[config.mk]
export PLATFORM = sky130hd
export DESIGN_NAME = can_tx_opb_master
export DESIGN_NICKNAME = d
export VERILOG_FILES = /design/src/rtl/can_tx_opb_master.sv
export SDC_FILE = /design/constraint.sdc
export NUM_CORES = 1
export LEC_CHECK = 0
export ABC_AREA = 1
export CORE_MARGIN = 5
export CORE_UTILIZATION = 51
export CTS_CLUSTER_DIAMETER = 60
export DETAILED_ROUTE_END_ITERATION = 8
export GPL_ROUTABILITY_DRIVEN = 0
export PLACE_DENSITY_LB_ADDON = 0.08
export RECOVER_POWER = 50
export SLEW_MARGIN = 5
export SYNTH_ARGS = -nofsm -noshare
export SYNTH_HDL_FRONTEND = slang
export SYNTH_SLANG_ARGS = --single-unit
[constraint.sdc]
create_clock -name OPB_CLK -period 7.2 [get_ports OPB_CLK]
set_input_delay 1.44 -clock OPB_CLK [delete_from_list [all_inputs] [get_ports OPB_CLK]]
set_output_delay 1.44 -clock OPB_CLK [all_outputs]
set_load 0.01 [all_outputs]
[src/rtl/can_tx_opb_master.sv]
// can_tx_opb_master: turns one CAN TX frame into OPB writes, then polls status until done or timeout
module can_tx_opb_master #(
  parameter logic [31:0] TXB_BASE  = 32'h0000_0100,
  parameter logic [31:0] STAT_ADDR = 32'h0000_0000,
  parameter int          BUSY_BIT  = 0,
  parameter int          POLL_MAX  = 1000
) (
  input  logic        OPB_CLK,
  input  logic        OPB_RST,
  input  logic        FRM_VALID,
  output logic        FRM_READY,
  input  logic [31:0] FRM_ID,
  input  logic [3:0]  FRM_DLC,
  input  logic [63:0] FRM_DATA,
  output logic [31:0] OPB_ADDR,
  output logic [31:0] OPB_WDATA,
  input  logic [31:0] OPB_RDATA,
  output logic        OPB_WE,
  output logic        OPB_RE,
  output logic        TX_BUSY,
  output logic        TX_DONE,
  output logic        TX_ERR
);
  typedef enum logic [3:0] {
    IDLE, WR_ID, G_ID, WR_DH, G_DH, WR_DL, G_DL, WR_CMD,
    G_CMD, RD_STAT, RD_WAIT, CHK, DONE, WR_ABT, G_ABT, ERR
  } state_t;
  localparam logic [15:0] PMAX = 16'(POLL_MAX);
  state_t      state_q;
  logic [31:0] id_q, addr_q, wdata_q;
  logic [63:0] data_q;
  logic [3:0]  dlc_q;
  logic [15:0] poll_q;
  logic        busy_bit_q, we_q, re_q, rdy_q, busy_q, done_q, err_q;
  logic [3:0]  dlc_c;
  assign dlc_c = dlc_q[3] ? 4'd8 : dlc_q;
  always_ff @(posedge OPB_CLK or posedge OPB_RST) begin
    if (OPB_RST) begin
      state_q    <= IDLE;
      id_q       <= '0;
      data_q     <= '0;
      dlc_q      <= '0;
      poll_q     <= '0;
      busy_bit_q <= 1'b0;
      addr_q     <= '0;
      wdata_q    <= '0;
      we_q       <= 1'b0;
      re_q       <= 1'b0;
      rdy_q      <= 1'b0;
      busy_q     <= 1'b0;
      done_q     <= 1'b0;
      err_q      <= 1'b0;
    end else begin
      we_q   <= 1'b0;
      re_q   <= 1'b0;
      done_q <= 1'b0;
      err_q  <= 1'b0;
      case (state_q)
        IDLE: begin
          rdy_q <= 1'b1;
          if (FRM_VALID && rdy_q) begin
            id_q    <= FRM_ID;
            dlc_q   <= FRM_DLC;
            data_q  <= FRM_DATA;
            poll_q  <= '0;
            rdy_q   <= 1'b0;
            busy_q  <= 1'b1;
            state_q <= WR_ID;
            we_q    <= 1'b1;
            addr_q  <= TXB_BASE + 32'h4;
            wdata_q <= FRM_ID;
          end
        end
        WR_ID: state_q <= G_ID;
        G_ID: begin
          state_q <= WR_DH;
          we_q    <= 1'b1;
          addr_q  <= TXB_BASE + 32'h8;
          wdata_q <= data_q[63:32];
        end
        WR_DH: state_q <= G_DH;
        G_DH: begin
          state_q <= WR_DL;
          we_q    <= 1'b1;
          addr_q  <= TXB_BASE + 32'hC;
          wdata_q <= data_q[31:0];
        end
        WR_DL: state_q <= G_DL;
        G_DL: begin
          state_q <= WR_CMD;
          we_q    <= 1'b1;
          addr_q  <= TXB_BASE;
          wdata_q <= {12'h0, dlc_c, 15'h0, 1'b1};
        end
        WR_CMD: state_q <= G_CMD;
        G_CMD: begin
          state_q <= RD_STAT;
          re_q    <= 1'b1;
          addr_q  <= STAT_ADDR;
          poll_q  <= poll_q + 16'd1;
        end
        RD_STAT: state_q <= RD_WAIT;
        RD_WAIT: begin
          busy_bit_q <= |(OPB_RDATA & (32'd1 << BUSY_BIT));
          state_q    <= CHK;
        end
        CHK: begin
          if (!busy_bit_q) begin
            state_q <= DONE;
            done_q  <= 1'b1;
          end else if (poll_q < PMAX) begin
            state_q <= RD_STAT;
            re_q    <= 1'b1;
            addr_q  <= STAT_ADDR;
            poll_q  <= poll_q + 16'd1;
          end else begin
            state_q <= WR_ABT;
            we_q    <= 1'b1;
            addr_q  <= TXB_BASE;
            wdata_q <= 32'h0000_0002;
          end
        end
        DONE, ERR: begin
          state_q <= IDLE;
          busy_q  <= 1'b0;
          rdy_q   <= 1'b1;
        end
        WR_ABT: state_q <= G_ABT;
        G_ABT: begin
          state_q <= ERR;
          err_q   <= 1'b1;
        end
        default: state_q <= IDLE;
      endcase
    end
  end
  assign FRM_READY = rdy_q;
  assign OPB_ADDR  = addr_q;
  assign OPB_WDATA = wdata_q;
  assign OPB_WE    = we_q;
  assign OPB_RE    = re_q;
  assign TX_BUSY   = busy_q;
  assign TX_DONE   = done_q;
  assign TX_ERR    = err_q;
endmodule

# Word-level counts from Yosys, hierarchy flattened
# Index checks and enable logic that the tools add are counted.
# op_classes
muxes	31
n_reduce_logical	13
n_lt_le_gt_ge	1
n_eq_ne	19
add_sub_neg	1
# ops
op	count
$pmux 32 s6	1
$mux 32	5
$pmux 32 s5	1
$pmux 4 s15	1
$mux 16	3
$pmux 16 s3	1
$eq 4x4->1 const B	8
$add 16x1->16 const B	1
$eq 4x3->1 const B	4
$lt 16x10->1 const B	1
$mux 1	10
$mux 9	1
$eq 4x2->1 const B	2
$mux 4	2
$ne 2x2->1 const B	4
$reduce_and 4->1	2
$mux 3	2
$pmux 1 s2	3
$reduce_bool 6->1	1
$reduce_bool 5->1	1
$eq 4x1->1 const B	1
$logic_not 4->1	1
$reduce_and 2->1	2
$pmux 1 s3	1
6 further kinds	6
# totals
regBits	159
word_cells	78
output_inout_bits	70
input_bits	135

# Logic depth before layout (Yosys ltp)
# Gate-level depths: netlist of run 1.
# depth
depth_word	4
depth_mapped	11
ltp_nobuf	10

# Least setup slack after synthesis of run 1
# Ideal clock, no wire load.
# synth_timing
path_kind	input to register
from	input FRM_VALID
to	register data_q[0]
arrival_time_ps	2169
path_slack_ps	4898
t_required_ps	7067
path_stages	4
path_cell_list	nand4_2 -> buf_2 -> clkbuf_1 -> a21oi_1
# synth_between
elab_chain_len	2
# synth_lines
item	line	rtl
from (decl)	10	input logic FRM_VALID,
$logic_and 1x1->1	61	if (FRM_VALID && rdy_q) begin
$reduce_and 2->1 (no line)	n/a	
to (signal assigned)	41	data_q <= '0;
to (signal assigned)	64	data_q <= FRM_DATA;
to (decl)	31	logic [63:0] data_q;
# Every way passes these cells.
# A chain may end at the register's enable or synchronous reset.

# Worst setup path in the final report of run 1
# layout_timing
from	register state_q[1]
to	register wdata_q[4] (netlist: OPB_WDATA[4])
# layout_between
elab_chain_len	3
# layout_lines
item	line	rtl
from (decl)	29	state_t state_q;
from (signal assigned)	39	state_q <= IDLE;
from (signal assigned)	68	state_q <= WR_ID;
from (signal assigned)	74	WR_ID: state_q <= G_ID;
$eq 4x4->1, or another cell as far along	58	case (state_q)
$reduce_bool 5->1 (no line) / $ne 2x2->1 (equally long branches)	n/a	
$reduce_and 4->1 (no line)	n/a	
to (signal assigned)	79	wdata_q <= data_q[63:32];
to (signal assigned)	86	wdata_q <= data_q[31:0];
to (signal assigned)	93	wdata_q <= {12'h0, dlc_c, 15'h0, 1'b1};
to (decl)	30	logic [31:0] id_q, addr_q, wdata_q;
# Parallel ways exist; a longest one is shown, timed or not.

==> run_results.csv, run 1 <==
group,metric,value,unit
worst_setup_path,reg2regPathDepth,9,
worst_setup_path,slowest_delay,1610,ps
clocking,cts.clk_slew.worst_paths,50,ps
yosys,synthFlopType,"dfrtp_1",
power,p_clk_share,28.1,%
run,maxCapViolCount,2,
final_layout,area_growth_syn_to_layout,31.5,%
clocking,clk_path_buf_depth,2,
yosys,synthXorXnorAreaFrac,0.810,%
power,power.leakage,4.37,nW
placement,dp_hpwl,11.1,mm
clocking,cts_resized,0,
sta,layout_min_cycle_time,4610,ps
die,die_h,123,um
hold_path,hold_start,"data_q[10]$_DFFE_PP0P_",
power,power,0.00330,W
die,fp.dieW,123,um
route,drc,0,
sta,slew_viol_final,102,
route,num_vias,5488,
clocking,cts_tree,"built",
worst_setup_path,startpoint_type,"flip-flop",
global_routing,met3_usage,7.97,%
global_routing,grtUsageTotal,23.2,%
global_routing,grtUsageMet2,38.6,%
sta,finalHoldViolations,0,
yosys,synth_area,0.00649,mm2
global_routing,grtUsageMet1,27.6,%
worst_setup_path,worst_ep_arrival_time,4960,ps
route,drt_first_iter_violations,482,
route,postRouteAntennaNets,0,
die,core_area,0.0126,mm2
clocking,cts.sinks,130,
die,start_util,51.6,%
worst_setup_path,crit_path_max_fanout,33,
yosys,synthTopCellsByCount,"nand2_1, dfrtp_1, nand3_1",
hold_path,whs_path_depth,1,
global_routing,grt_pass1_wl,27.0,mm
die,row_count,41,
global_routing,grt_max_degree,91,
route,viasPerCell,5.01,
yosys,synth_compound_area_share,4.63,%
worst_setup_path,slowest_stage,"nor2_1",
sta,clock.fmax,217,MHz
clocking,root_buffer,"clkbuf_16",
clocking,cts_setup_buffers,0,
power,p_per_area,387,mW/mm2
yosys,synthTopCellsByArea,"dfrtp_1, nand2_1, mux2_1",
worst_setup_path,worstPathRequired,7550,ps
yosys,synthSimpleGateAreaFrac,25.8,%
clocking,h-tree-depth,4,
hold_path,hold_path_class,"flip-flop to flip-flop",
sta,finalCritPeriodShare,64.0,%
power,p_int,0.00211,W
yosys,syn_avg_cell_area,8.34,um2
final_layout,drive_gt1_share,5.41,%
global_routing,grt_pass1_vias,5724,
route,wl_per_cell,14.9,um
yosys,yosysMostFrequentCell,"nand2_1",
yosys,yosysWarnings,0,
sta,tightest_slew,3120,ps
final_layout,diodes,0,
power,p_seq_share,35.5,%
clocking,postCtsHoldBufs,0,
clocking,cts_made_buffers,17,
worst_setup_path,r2r_slack,2590,ps
global_routing,gr-total-overflow,0,
yosys,synth_top_family_by_area,"simple AND/OR/NAND/NOR gates",
die,num_io_pins,205,
worst_setup_path,crit_chain,"nor2_1, nand2_1, nand3_1, inv_1, nand2_1, inv_2, nand2_4, nand2_1, nand2_1",
worst_setup_path,crit_path_end_kind,"flip-flop",
status,violations,"max-capacitance violations, max-slew violations",
power,pwr-share-comb,36.4,%
power,netSwitchingFraction,36.1,%
yosys,yosysTopAreaCell,"dfrtp_1",
clocking,clock_latency,420,ps
route,drtPass1Iterations,5,
yosys,ys_seq_elements,130,
hold_path,hold_end,"data_q[10]$_DFFE_PP0P_",
yosys,synth_mux_area_share,8.33,%
status,status,"finished, violations left",
yosys,async_reset_ff_share,100,%
yosys,yosysSeqAreaShare,50.1,%
global_routing,grt.busiest_layer,"met2",
final_layout,final_nets,1048,
yosys,yosys.area_share.adder,0.193,%
die,die-area,0.0151,mm2
sta,setup_viol,0,
yosys,yosysUniqueCellTypes,29,
yosys,postSynthCellCount,778,
yosys,synth_top_cell_area_share,50.1,%
sta,slew-limit-headroom,-109,%
worst_setup_path,r2r-start,"state_q[1]$_DFFE_PP0P_",
placement,numPortBuffers,144,
power,p_switching,0.00119,W
route,drt_wl_total,16.4,mm
power,ir_drop,0.194,mV
worst_setup_path,crit_top_cell,"nand2_1",
global_routing,grt_antenna_before_repair,0,
sta,tns,0,ps
sta,rsz0062_at_grt,"no",
worst_setup_path,crit_type,"flip-flop to flip-flop",
yosys,synth_edf_count,0,
sta,skew,5.19,ps
worst_setup_path,r2r-end,"OPB_WDATA[4]$_DFFE_PP0P_",
per-stage QoR:
stage	hold slack (ps)	setup slack (ps)	cell area [um2]	utilization, %	cells
6_report	489	2590	8540	67.9	1096
5_1_grt	499	2160	8540	67.9	1096
4_1_cts	494	3190	8570	68.2	1096
3_5_place_dp	481	2750	7920	63.0	1065
3_3_place_gp	473	2850	7920	63.0	1065
2_1_floorplan	465	2290	6600	-	806
layout by cell type (no fill, tap or decap), drive strengths merged:
master and n:
nand2 256, dfrtp 130, clkdlybuf4s50 102, nand3 77, inv 75, nor2 58, mux2 48, dlygate4sd3 42
a21oi 30, conb 29, clkbuf 22, o21ai 15, o22ai 10, nand4 8, xor2 4, bufinv 4
clkinv 4, buf 3, xnor2 2, clkinvlp 2, or2 1, a211o 1, ha 1
worst max-delay path by stage:
stage / startpoint / to / slack (ps) / cells after the start
6_report: state_q[1]$_DFFE_PP0P_ / OPB_WDATA[4]$_DFFE_PP0P_ / 2590 / 9
5_1_grt: state_q[0]$_DFFE_PP0P_ / OPB_WDATA[9]$_DFFE_PP0P_ / 2160 / 9
4_1_cts: FRM_VALID / OPB_WDATA[4]$_DFFE_PP0P_ / 3190 / 8
3_5_place_dp: FRM_VALID / OPB_WDATA[4]$_DFFE_PP0P_ / 2750 / 8
3_3_place_gp: FRM_VALID / OPB_WDATA[27]$_DFFE_PP0P_ / 2850 / 8
2_1_floorplan: OPB_RST / FRM_READY$_DFFE_PP0P_ / 2290 / 1
kinds of logic (layout without fill, tap and decap cells):
logic type      Yosys count  after routing
simple gates            400            400
fa+ha+maj                 1              1
flops                   130            130
compound gates           56             56
buf+inv                 136            254
other cells               1             29
xor+xnor                  6              6
mux                      48             48
area by class of cell:
type | count | area, um2
repair buffers | 147 | 1460
well taps | 172 | 215
flip-flops and latches | 130 | 3250
inverters | 76 | 287
multi-input cells | 540 | 2670
fillers | 1054 | 4030
clock buffers | 22 | 494
clock inverters | 9 | 151
layer usage:
layer	vias to the layer above	share of wire, %
met5	-	0
met4	0	2.4
met3	32	8.3
met2	206	49
met1	2575	41
li1	2675	-
registers in the layout (all words and copies together) (netlist names):
signal / flops
data_q: 64
OPB_WDATA: 32
poll_q: 16
dlc_q: 4
state_q: 4
OPB_ADDR: 3
FRM_READY: 1
OPB_RE: 1
OPB_WE: 1
TX_BUSY: 1
TX_DONE: 1
TX_ERR: 1
busy_bit_q: 1
power by group through the flow:
| stage | Combinational [W] | Clock (W) | Sequential (W) |
|---|---|---|---|
| 2_1_floorplan | 0.000793 | 0 | 0.00120 |
| 3_3_place_gp | 0.00123 | 0 | 0.00118 |
| 3_5_place_dp | 0.00126 | 0 | 0.00119 |
| 4_1_cts | 0.00127 | 0.000941 | 0.00118 |
| 5_1_grt | 0.00136 | 0.000976 | 0.00121 |
| 6_report | 0.00120 | 0.000928 | 0.00117 |
critical path: cells and delay by family, from the launching register on:
| family | cells | cell delay, ps |
|---|---|---|
| DFF | 1 | 420 |
| buffers and inverters | 2 | 410 |
| and+or+nand+nor | 7 | 3660 |
Power figures use the tool's default switching activity.
==> run 2: changes to the inputs <==
- CORE_UTILIZATION: 51 -> 42
- clock period: 7.2 -> 3.9 ns (I/O delays scaled with it)
==> run 2 against run 1 <==
The flow still finishes with violations (max-capacitance violations, max-slew violations). First-iteration DRC count shrank 43%. Non-clock buffer count up 3. Sequential cell count unchanged. Design area grew 0.22%. Setup slack worse by 1400 ps. Die area is 20% higher. Critical path type is now primary input to flip-flop. Highest routed layer unchanged.
==> run_results.csv, run 2 (synthesis results as in run 1) <==
group,metric,value,unit
power,netSwitchingFraction,36.8,%
final_layout,final_cell_mix,"nand2_1, clkdlybuf4s50_1, dfrtp_1",
route,num_vias,5446,
clocking,clk_path_buf_depth,2,
power,p_seq_share,35.9,%
die,fp.dieW,134,um
sta,finalHoldViolations,0,
final_layout,diodes,0,
sta,skew,8.46,ps
global_routing,grtUsageTotal,19.0,%
worst_setup_path,startpoint_type,"primary input",
worst_setup_path,worstPathRequired,4240,ps
final_layout,largest-register,"data_q",
clocking,cts_resized,0,
sta,tns,0,ps
power,p_per_area,710,mW/mm2
route,postRouteAntennaNets,0,
sta,slew_viol_final,131,
die,row_count,45,
run,maxCapViolCount,1,
sta,setup_viol,0,
die,num_io_pins,205,
clocking,root_buffer,"clkbuf_16",
final_layout,final_common_cell,"nand2_1",
status,status,"finished, violations left",
placement,dp_cells,1084,
route,drc,0,
route,drtPass1Iterations,4,
sta,slew-limit-headroom,-19.9,%
die,start_util,42.7,%
route,viasPerCell,4.88,
sta,finalCritPeriodShare,70.5,%
clocking,cts_setup_buffers,0,
sta,rsz0062_at_grt,"no",
worst_setup_path,slowest_stage,"nand4_4",
final_layout,fin_cells,1116,
global_routing,grt_pass1_vias,5595,
placement,numPortBuffers,144,
global_routing,grt_max_degree,131,
route,drt_first_iter_violations,275,
status,violations,"max-capacitance violations, max-slew violations",
worst_setup_path,worst_ep_arrival_time,3090,ps
worst_setup_path,crit_type,"primary input to flip-flop",
worst_setup_path,crit_path_max_fanout,50,
final_layout,largest_reg_flops,64,
clocking,postCtsHoldBufs,0,
die,die_h,134,um
route,wl_per_cell,14.9,um
power,power.leakage,4.30,nW
worst_setup_path,crit_top_cell,"nand2_1",
global_routing,grt_pass1_wl,27.3,mm
route,drt_wl_total,16.6,mm
power,ir_drop,0.419,mV
placement,dp_hpwl,11.5,mm
die,core_area,0.0152,mm2
power,p_switching,0.00223,W
worst_setup_path,cp_num_buf_inv,3,
clocking,clock_latency,410,ps
clocking,cts_tree,"built",
power,p_int,0.00384,W
global_routing,grt_antenna_before_repair,0,
clocking,cts.clk_slew.worst_paths,50,ps
final_layout,drive_gt1_share,6.03,%
worst_setup_path,crit_path_end_kind,"flip-flop",
sta,tightest_slew,1800,ps
sta,layout_min_cycle_time,2750,ps
clocking,cts_made_buffers,17,
worst_setup_path,cpLargestDelayFamily,"simple AND/OR/NAND/NOR gates",
clocking,h-tree-depth,4,
worst_setup_path,slowest_delay,600,ps
global_routing,gr-total-overflow,0,
hold_path,hold_path_class,"flip-flop to flip-flop",
final_layout,area_growth_syn_to_layout,31.8,%
die,die-area,0.0180,mm2
sta,clock.fmax,364,MHz
worst_setup_path,crit_chain,"clkdlybuf4s50_1, nand4_4, nand2_1, inv_2, buf_4, nand2_4, nand2_1, nand2_1",
final_layout,final_nets,1051,
clocking,cts.sinks,130,
power,pwr-share-comb,38.0,%
power,p_clk_share,26.0,%
[run 2: area by class of cell]
class / instances / area, um2
clock buffer: 24 / 492
clock inverter: 8 / 101
fill: 1379 / 6650
inverter: 76 / 289
multi-input combinational: 540 / 2700
sequential: 130 / 3250
tap: 188 / 235
timing repair buffer: 150 / 1490
[run 2: metal layers]
layer	GRT usage (%)	share of wire, %	vias to the layer above	routed length [um]
met4	4.75	1.1	0	176
met2	31.5	49	160	8120
met3	7.01	8.2	17	1370
met1	23.6	42	2583	6970
li1	-	-	2686	-
met5	0	0	-	0
[run 2: power by group through the flow]
stage	logic (W)	registers, W	clock network, W
finish	0.00231	0.00218	0.00158
global route	0.00262	0.00225	0.00167
CTS	0.00237	0.00218	0.00162
detailed placement	0.00236	0.00220	0
global placement	0.00232	0.00218	0
floorplan	0.00146	0.00221	0
[run 2: metrics by stage]
stage / hold WS, ps / worst slack [ps] / total power [W] / area (um2) / util (%)
after floorplan: 465 / 1510 / 0.00368 / 6600 / -
after global placement: 474 / 717 / 0.00450 / 7980 / 52.5
after detailed placement: 483 / 671 / 0.00456 / 7980 / 52.5
after CTS: 495 / 1120 / 0.00617 / 8570 / 56.4
after global routing: 507 / 840 / 0.00654 / 8550 / 56.3
final: 490 / 1150 / 0.00607 / 8550 / 56.3
[run 2: worst paths after layout]
kind	start	to	slack, ps	depth (start not counted)
max in group asynchronous	OPB_RST	data_q[44]$_DFFE_PP0P_	1250	3
setup reg to reg	state_q[2]$_DFFE_PP0P_	OPB_WDATA[14]$_DFFE_PP0P_	1170	7
setup / recovery	FRM_VALID	OPB_WDATA[14]$_DFFE_PP0P_	1150	8
hold / removal	data_q[13]$_DFFE_PP0P_	data_q[13]$_DFFE_PP0P_	490	1
hold reg to reg	data_q[13]$_DFFE_PP0P_	data_q[13]$_DFFE_PP0P_	490	1
min in group asynchronous	OPB_RST	TX_DONE$_DFF_PP0_	1490	3
